===== src/rtl/mem_phase_arbiter.sv =====
// Sequences NUM_CH processing phases over a single registered RAM port, with a
// one-cycle write guard between phases and an optional per-phase watchdog.
module mem_phase_arbiter #(
   parameter int unsigned NUM_CH      = 3,
   parameter int unsigned DATA_W      = 8,
   parameter int unsigned ADDR_W      = 8,
   parameter int unsigned TIMEOUT_CYC = 0,
   parameter int unsigned PH_W        = (NUM_CH > 1) ? $clog2(NUM_CH) : 1
) (
   input  logic                       clk,
   input  logic                       rst_n,
   input  logic                       start,
   input  logic [NUM_CH-1:0]          ch_wren,
   input  logic [NUM_CH*DATA_W-1:0]   ch_data,
   input  logic [NUM_CH*ADDR_W-1:0]   ch_addr,
   input  logic [NUM_CH-1:0]          ch_done,
   output logic [NUM_CH-1:0]          ch_start,
   output logic [NUM_CH-1:0]          ch_grant,
   output logic [DATA_W-1:0]          mem_data,
   output logic [ADDR_W-1:0]          mem_addr,
   output logic                       mem_wren,
   output logic [PH_W-1:0]            phase,
   output logic                       busy,
   output logic                       all_done,
   output logic                       timeout_err
);

   typedef enum logic [1:0] {StIdle, StRun, StHandoff, StDone} state_e;

   state_e              state_q, state_d;
   logic [PH_W-1:0]     phase_q, phase_d;
   logic [NUM_CH-1:0]   ch_start_q, ch_start_d;
   logic [NUM_CH-1:0]   ch_grant_q, ch_grant_d;
   logic [DATA_W-1:0]   mem_data_q, mem_data_d;
   logic [ADDR_W-1:0]   mem_addr_q, mem_addr_d;
   logic                mem_wren_q, mem_wren_d;
   logic                all_done_q, all_done_d;
   logic                timeout_err_q, timeout_err_d;
   logic [31:0]         cnt_q, cnt_d;

   logic [DATA_W-1:0]   sel_data;
   logic [ADDR_W-1:0]   sel_addr;
   logic                sel_wren;
   logic                sel_done;
   logic                last_phase;
   logic                wd_fire;

   function automatic logic [NUM_CH-1:0] onehot(input logic [PH_W-1:0] p);
      logic [NUM_CH-1:0] oh;
      for (int k = 0; k < NUM_CH; k++) oh[k] = (p == PH_W'(k));
      return oh;
   endfunction

   // Only the active phase's channel is ever visible to the RAM port.
   always_comb begin
      sel_data = '0;
      sel_addr = '0;
      sel_wren = 1'b0;
      sel_done = 1'b0;
      for (int k = 0; k < NUM_CH; k++) begin
         if (phase_q == PH_W'(k)) begin
            sel_data = ch_data[k*DATA_W +: DATA_W];
            sel_addr = ch_addr[k*ADDR_W +: ADDR_W];
            sel_wren = ch_wren[k];
            sel_done = ch_done[k];
         end
      end
   end

   assign last_phase = (phase_q == PH_W'(NUM_CH - 1));
   assign wd_fire    = (TIMEOUT_CYC != 0) && (cnt_q == TIMEOUT_CYC - 1);

   always_ff @(posedge clk) begin
      if (!rst_n) begin
         state_q       <= StIdle;
         phase_q       <= '0;
         ch_start_q    <= '0;
         ch_grant_q    <= '0;
         mem_data_q    <= '0;
         mem_addr_q    <= '0;
         mem_wren_q    <= 1'b0;
         all_done_q    <= 1'b0;
         timeout_err_q <= 1'b0;
         cnt_q         <= '0;
      end else begin
         state_q       <= state_d;
         phase_q       <= phase_d;
         ch_start_q    <= ch_start_d;
         ch_grant_q    <= ch_grant_d;
         mem_data_q    <= mem_data_d;
         mem_addr_q    <= mem_addr_d;
         mem_wren_q    <= mem_wren_d;
         all_done_q    <= all_done_d;
         timeout_err_q <= timeout_err_d;
         cnt_q         <= cnt_d;
      end
   end

   always_comb begin
      state_d = state_q;
      unique case (state_q)
         StIdle, StDone: if (start) state_d = StRun;
         StRun: begin
            // A done arriving on the watchdog edge takes priority.
            if (sel_done)     state_d = StHandoff;
            else if (wd_fire) state_d = StDone;
         end
         StHandoff: state_d = last_phase ? StDone : StRun;
         default:   state_d = StIdle;
      endcase
   end

   always_comb begin
      phase_d       = phase_q;
      ch_start_d    = ch_start_q;
      ch_grant_d    = ch_grant_q;
      mem_data_d    = mem_data_q;
      mem_addr_d    = mem_addr_q;
      mem_wren_d    = mem_wren_q;
      all_done_d    = all_done_q;
      timeout_err_d = timeout_err_q;
      cnt_d         = cnt_q;
      unique case (state_q)
         StIdle, StDone: begin
            mem_wren_d = 1'b0;
            if (start) begin
               phase_d       = '0;
               ch_start_d    = onehot('0);
               ch_grant_d    = onehot('0);
               all_done_d    = 1'b0;
               timeout_err_d = 1'b0;
               cnt_d         = '0;
            end
         end
         StRun: begin
            mem_data_d = sel_data;
            mem_addr_d = sel_addr;
            mem_wren_d = sel_wren;
            ch_start_d = '0;
            cnt_d      = cnt_q + 32'd1;
            if (sel_done) begin
               ch_grant_d = '0;
            end else if (wd_fire) begin
               timeout_err_d = 1'b1;
               mem_wren_d    = 1'b0;
               ch_grant_d    = '0;
               all_done_d    = 1'b1;
            end
         end
         StHandoff: begin
            mem_wren_d = 1'b0;
            if (last_phase) begin
               all_done_d = 1'b1;
            end else begin
               phase_d    = phase_q + PH_W'(1);
               ch_start_d = onehot(phase_q + PH_W'(1));
               ch_grant_d = onehot(phase_q + PH_W'(1));
               cnt_d      = '0;
            end
         end
         default: ;
      endcase
   end

   assign busy        = (state_q == StRun) || (state_q == StHandoff);
   assign phase       = phase_q;
   assign ch_start    = ch_start_q;
   assign ch_grant    = ch_grant_q;
   assign mem_data    = mem_data_q;
   assign mem_addr    = mem_addr_q;
   assign mem_wren    = mem_wren_q;
   assign all_done    = all_done_q;
   assign timeout_err = timeout_err_q;

endmodule


===== config.mk =====
export PLATFORM = sky130hd
export DESIGN_NAME = mem_phase_arbiter
export DESIGN_NICKNAME = d
export VERILOG_FILES = /design/src/rtl/mem_phase_arbiter.sv
export SDC_FILE = /design/constraint.sdc
export NUM_CORES = 1
export LEC_CHECK = 0
export CELL_PAD_IN_SITES_DETAIL_PLACEMENT = 1
export CELL_PAD_IN_SITES_GLOBAL_PLACEMENT = 2
export CORE_MARGIN = 5
export CORE_UTILIZATION = 22
export DETAILED_ROUTE_END_ITERATION = 16
export PLACE_DENSITY = 0.92
export SLEW_MARGIN = 20
export SYNTH_ARGS = -nofsm -noshare
export SYNTH_HDL_FRONTEND = slang
export SYNTH_SLANG_ARGS = --single-unit

===== constraint.sdc =====
create_clock -name clk -period 3 [get_ports clk]
set_input_delay 0.9 -clock clk [delete_from_list [all_inputs] [get_ports clk]]
set_output_delay 0.9 -clock clk [all_outputs]
set_load 0.02 [all_outputs]

==> impl_metrics.yaml <==
run_status:
  status: "complete, no violations"
synthesis:
  ys_types: 31
  synth_area_sq_um: 1570
  ys_seq_elements: 28
  synth_cells: 203
  ys_seq_area_share_pct: 35.70
  synth_fp_nets: 268
  yosys_warnings: 0
  syn_area_per_cell_sq_um: 7.735
floorplan:
  start_util_pct: 22.86
  placementRows: 30
  die_x_microns: 94.49
  core-area_sq_um: 6869
  num_io_pins: 85
  die_y_microns: 94.49
  dieArea_sq_um: 8927
timing:
  fmax_mhz: 365.8
  maxSlewHeadroom_pct: 64.09
  finalSetupTns_ps: 0
  finalCritPeriodShare_pct: 91.12
  skew_ps: 4.778
  setup_viol: 0
  fin_crit_ps: 2734
  hold_violations: 0
  grt_setup_unrepaired: "no"
  maxSlewViolCount: 0
  tightest_slew_ps: 538.6
cts:
  cts_tree: "done"
  postCtsSetupRepairBufs: 0
  cts_buffers: 3
  cts.sinks: 28
  insertion_delay_ps: 280
  holdBufCountCts: 0
  path_clk_slew_ps: 100
  htreeDepth: 1
  cts_resized: 0
  clockBufferDepth: 2
  cts_root_buf: "clkbuf_8"
routing:
  firstDrtPassIters: 4
  drcViolationCount: 0
  first_iter_violations: 56
  num_vias: 1727
  wl_met2_microns: 2788
  detail-route-antenna-nets: 0
  avgRoutedWirePerCell_microns: 15.53
  wl_met3_microns: 489
  finalWirelength_microns: 5839
  dr.max_layer_used: "met4"
  m1WireLength_microns: 2540
  vias_per_cell: 4.593
setup_path:
  timing.rr.end: "state_q[0]"
  reg2reg_slack_ps: 810
  rr_worst_depth: 7
  crit_fanout: 5
  path_class: "register to output port"
  crit_path_frequent_cell: "inv_1"
  cp.arrival_ps: 1830
  r2r-start: "phase[0]"
  critPathCaptureType: "output port"
  worstPathCellList: "inv_1, ha_1, inv_1, clkdlybuf4s50_1"
  max_stage_delay_ps: 610
  startpoint_type: "register"
  crit_slowest_cell: "clkdlybuf4s50_1"
  required_ps: 2100
global_route:
  antenna_found_initial: 0
  grt_pass1_wl_microns: 8990
  grt_overflow: 0
  grt_pass1_vias: 1744
  grt_start_max_net_pins: 39
  track_usage_pct: 12.68
min_path:
  min_path_cells: 2
  hold_end: "ch_grant[1]"
  min_path_type: "register to register"
  hold_path.startpoint: "ch_grant[1]"
finish:
  area_growth_pct: 62.71
  utilization_pct: 37.19
  final_cell_mix: "clkdlybuf4s50_1 (83), a21oi_1 (29), dfxtp_1 (28), nand2_1 (23), o21ai_0 (20)"
  fin_nets: 346
  num_antenna_cells: 0
  drive_above_1_share_pct: 4.643
  fin_area_sq_um: 2555
  final_common_cell: "clkdlybuf4s50_1"
pwr:
  clockPowerShare_pct: 20.7
  p_switching_mw: 0.3872
  ir_drop_mv: 0.1658
  p_comb_share_pct: 41.2
  internal_power_mw: 0.7753
  power_frac_seq_pct: 38.1
  switching_share_pct: 33.31
  p_per_area_nw_per_um2: 455.0
  power.leakage_nw: 0.9419
job:
  cap_violations: 0
placed_design:
  numPortBuffers: 83
  dpl_cell_area_sq_um: 2500
  gp_congestion: 0.6958
  hpwl_microns: 4504
## sequential cells by signal, indices dropped and copies added, names as in the netlist
register,count
mem_data,8
mem_wren,1
state_q,2
ch_grant,3
mem_addr,8
all_done,1
ch_start,3
phase,2
## cells in the mapped netlist
cell      number  area [sq um]
a21oi_1       29         145.1
dfxtp_1       28         560.5
nand2_1       23         86.33
o21ai_0       20         100.1
clkbuf_1      13         48.80
nand2b_1      13         81.33
o211ai_1      13         97.59
inv_1          9         33.78
ha_1           8         100.1
nor2_1         6         22.52
mux2i_1        5         50.05
nor3_1         5         25.02
a221oi_1       4         35.03
and2_1         3         18.77
nor2b_1        3         18.77
o22ai_1        3         18.77
and3_1         2         12.51
buf_2          2         10.01
nand3_1        2         10.01
a21o_1         1         7.510
a21oi_2        1         8.760
a22oi_1        1         7.510
a32o_1         1         10.01
a41oi_2        1         16.27
and3b_1        1         8.760
buf_4          1         7.510
conb_1         1         3.750
inv_2          1         3.750
nand3b_1       1         7.510
nor4b_1        1         8.760
o21ai_1        1         5.000
## worst max-delay path, delay by kind of cell, from the launching register on
kind,cells,cell delay (ps)
DFF,1,380
buffers and inverters,3,810
adders and majority gates,1,360
## power groups by stage
stage | sequential (mW) | clock [mW] | combinational (mW)
2_1_floorplan | 0.498 | 0 | 0.215
3_3_place_gp | 0.449 | 0 | 0.475
3_5_place_dp | 0.452 | 0 | 0.487
4_1_cts | 0.444 | 0.247 | 0.490
5_1_grt | 0.449 | 0.261 | 0.526
6_report | 0.443 | 0.240 | 0.480
## area by class of cell
| cell class | count | area, sq um |
|---|---|---|
| Fill cell | 848 | 4314 |
| Inverter | 10 | 37.54 |
| Multi-Input combinational cell | 149 | 905.9 |
| Clock buffer | 4 | 55.05 |
| Timing Repair Buffer | 89 | 875.8 |
| Tap cell | 96 | 120.1 |
| Sequential cell | 28 | 560.5 |
## per-layer routing
layer / up-vias / global-route usage [%]
met1: 807 / 16.09
met5: - / 0
li1: 861 / -
met4: 0 / 2.885
met3: 2 / 3.267
met2: 57 / 21.57
## stage by stage
| step | cells | power (mW) | hold WS, ps | setup WS [ps] |
|---|---|---|---|---|
| floorplan | 203 | 0.7134 | 495.4 | 1195 |
| global placement | 372 | 0.9248 | 450.8 | 636.4 |
| global route | 376 | 1.237 | 508.3 | 163.8 |
| CTS | 376 | 1.180 | 481.8 | 255.3 |
| finish | 376 | 1.162 | 478.0 | 266.4 |
| detailed placement | 372 | 0.9391 | 468.3 | 570.8 |
## logic make-up after synthesis
group                      count (synthesis)  synth area share (%)
and+or+nand+nor                           60                 19.12
buffers and inverters                     26                 6.614
AOI/OAI and AO/OA                         75                 28.77
adders and majority gates                  8                 6.375
DFF                                       28                 35.70
other                                      1                0.2388
muxes                                      5                 3.187
## worst max-delay path by stage
stage                           from  endpoint  depth (start not counted)
after floorplan           state_q[0]      busy                          3
after global placement    state_q[0]      busy                          4
after detailed placement  state_q[0]      busy                          4
after CTS                 state_q[0]      busy                          4
after global routing      state_q[0]      busy                          4
final                     state_q[0]      busy                          4
Note: power is estimated with default switching activity, not from simulation.
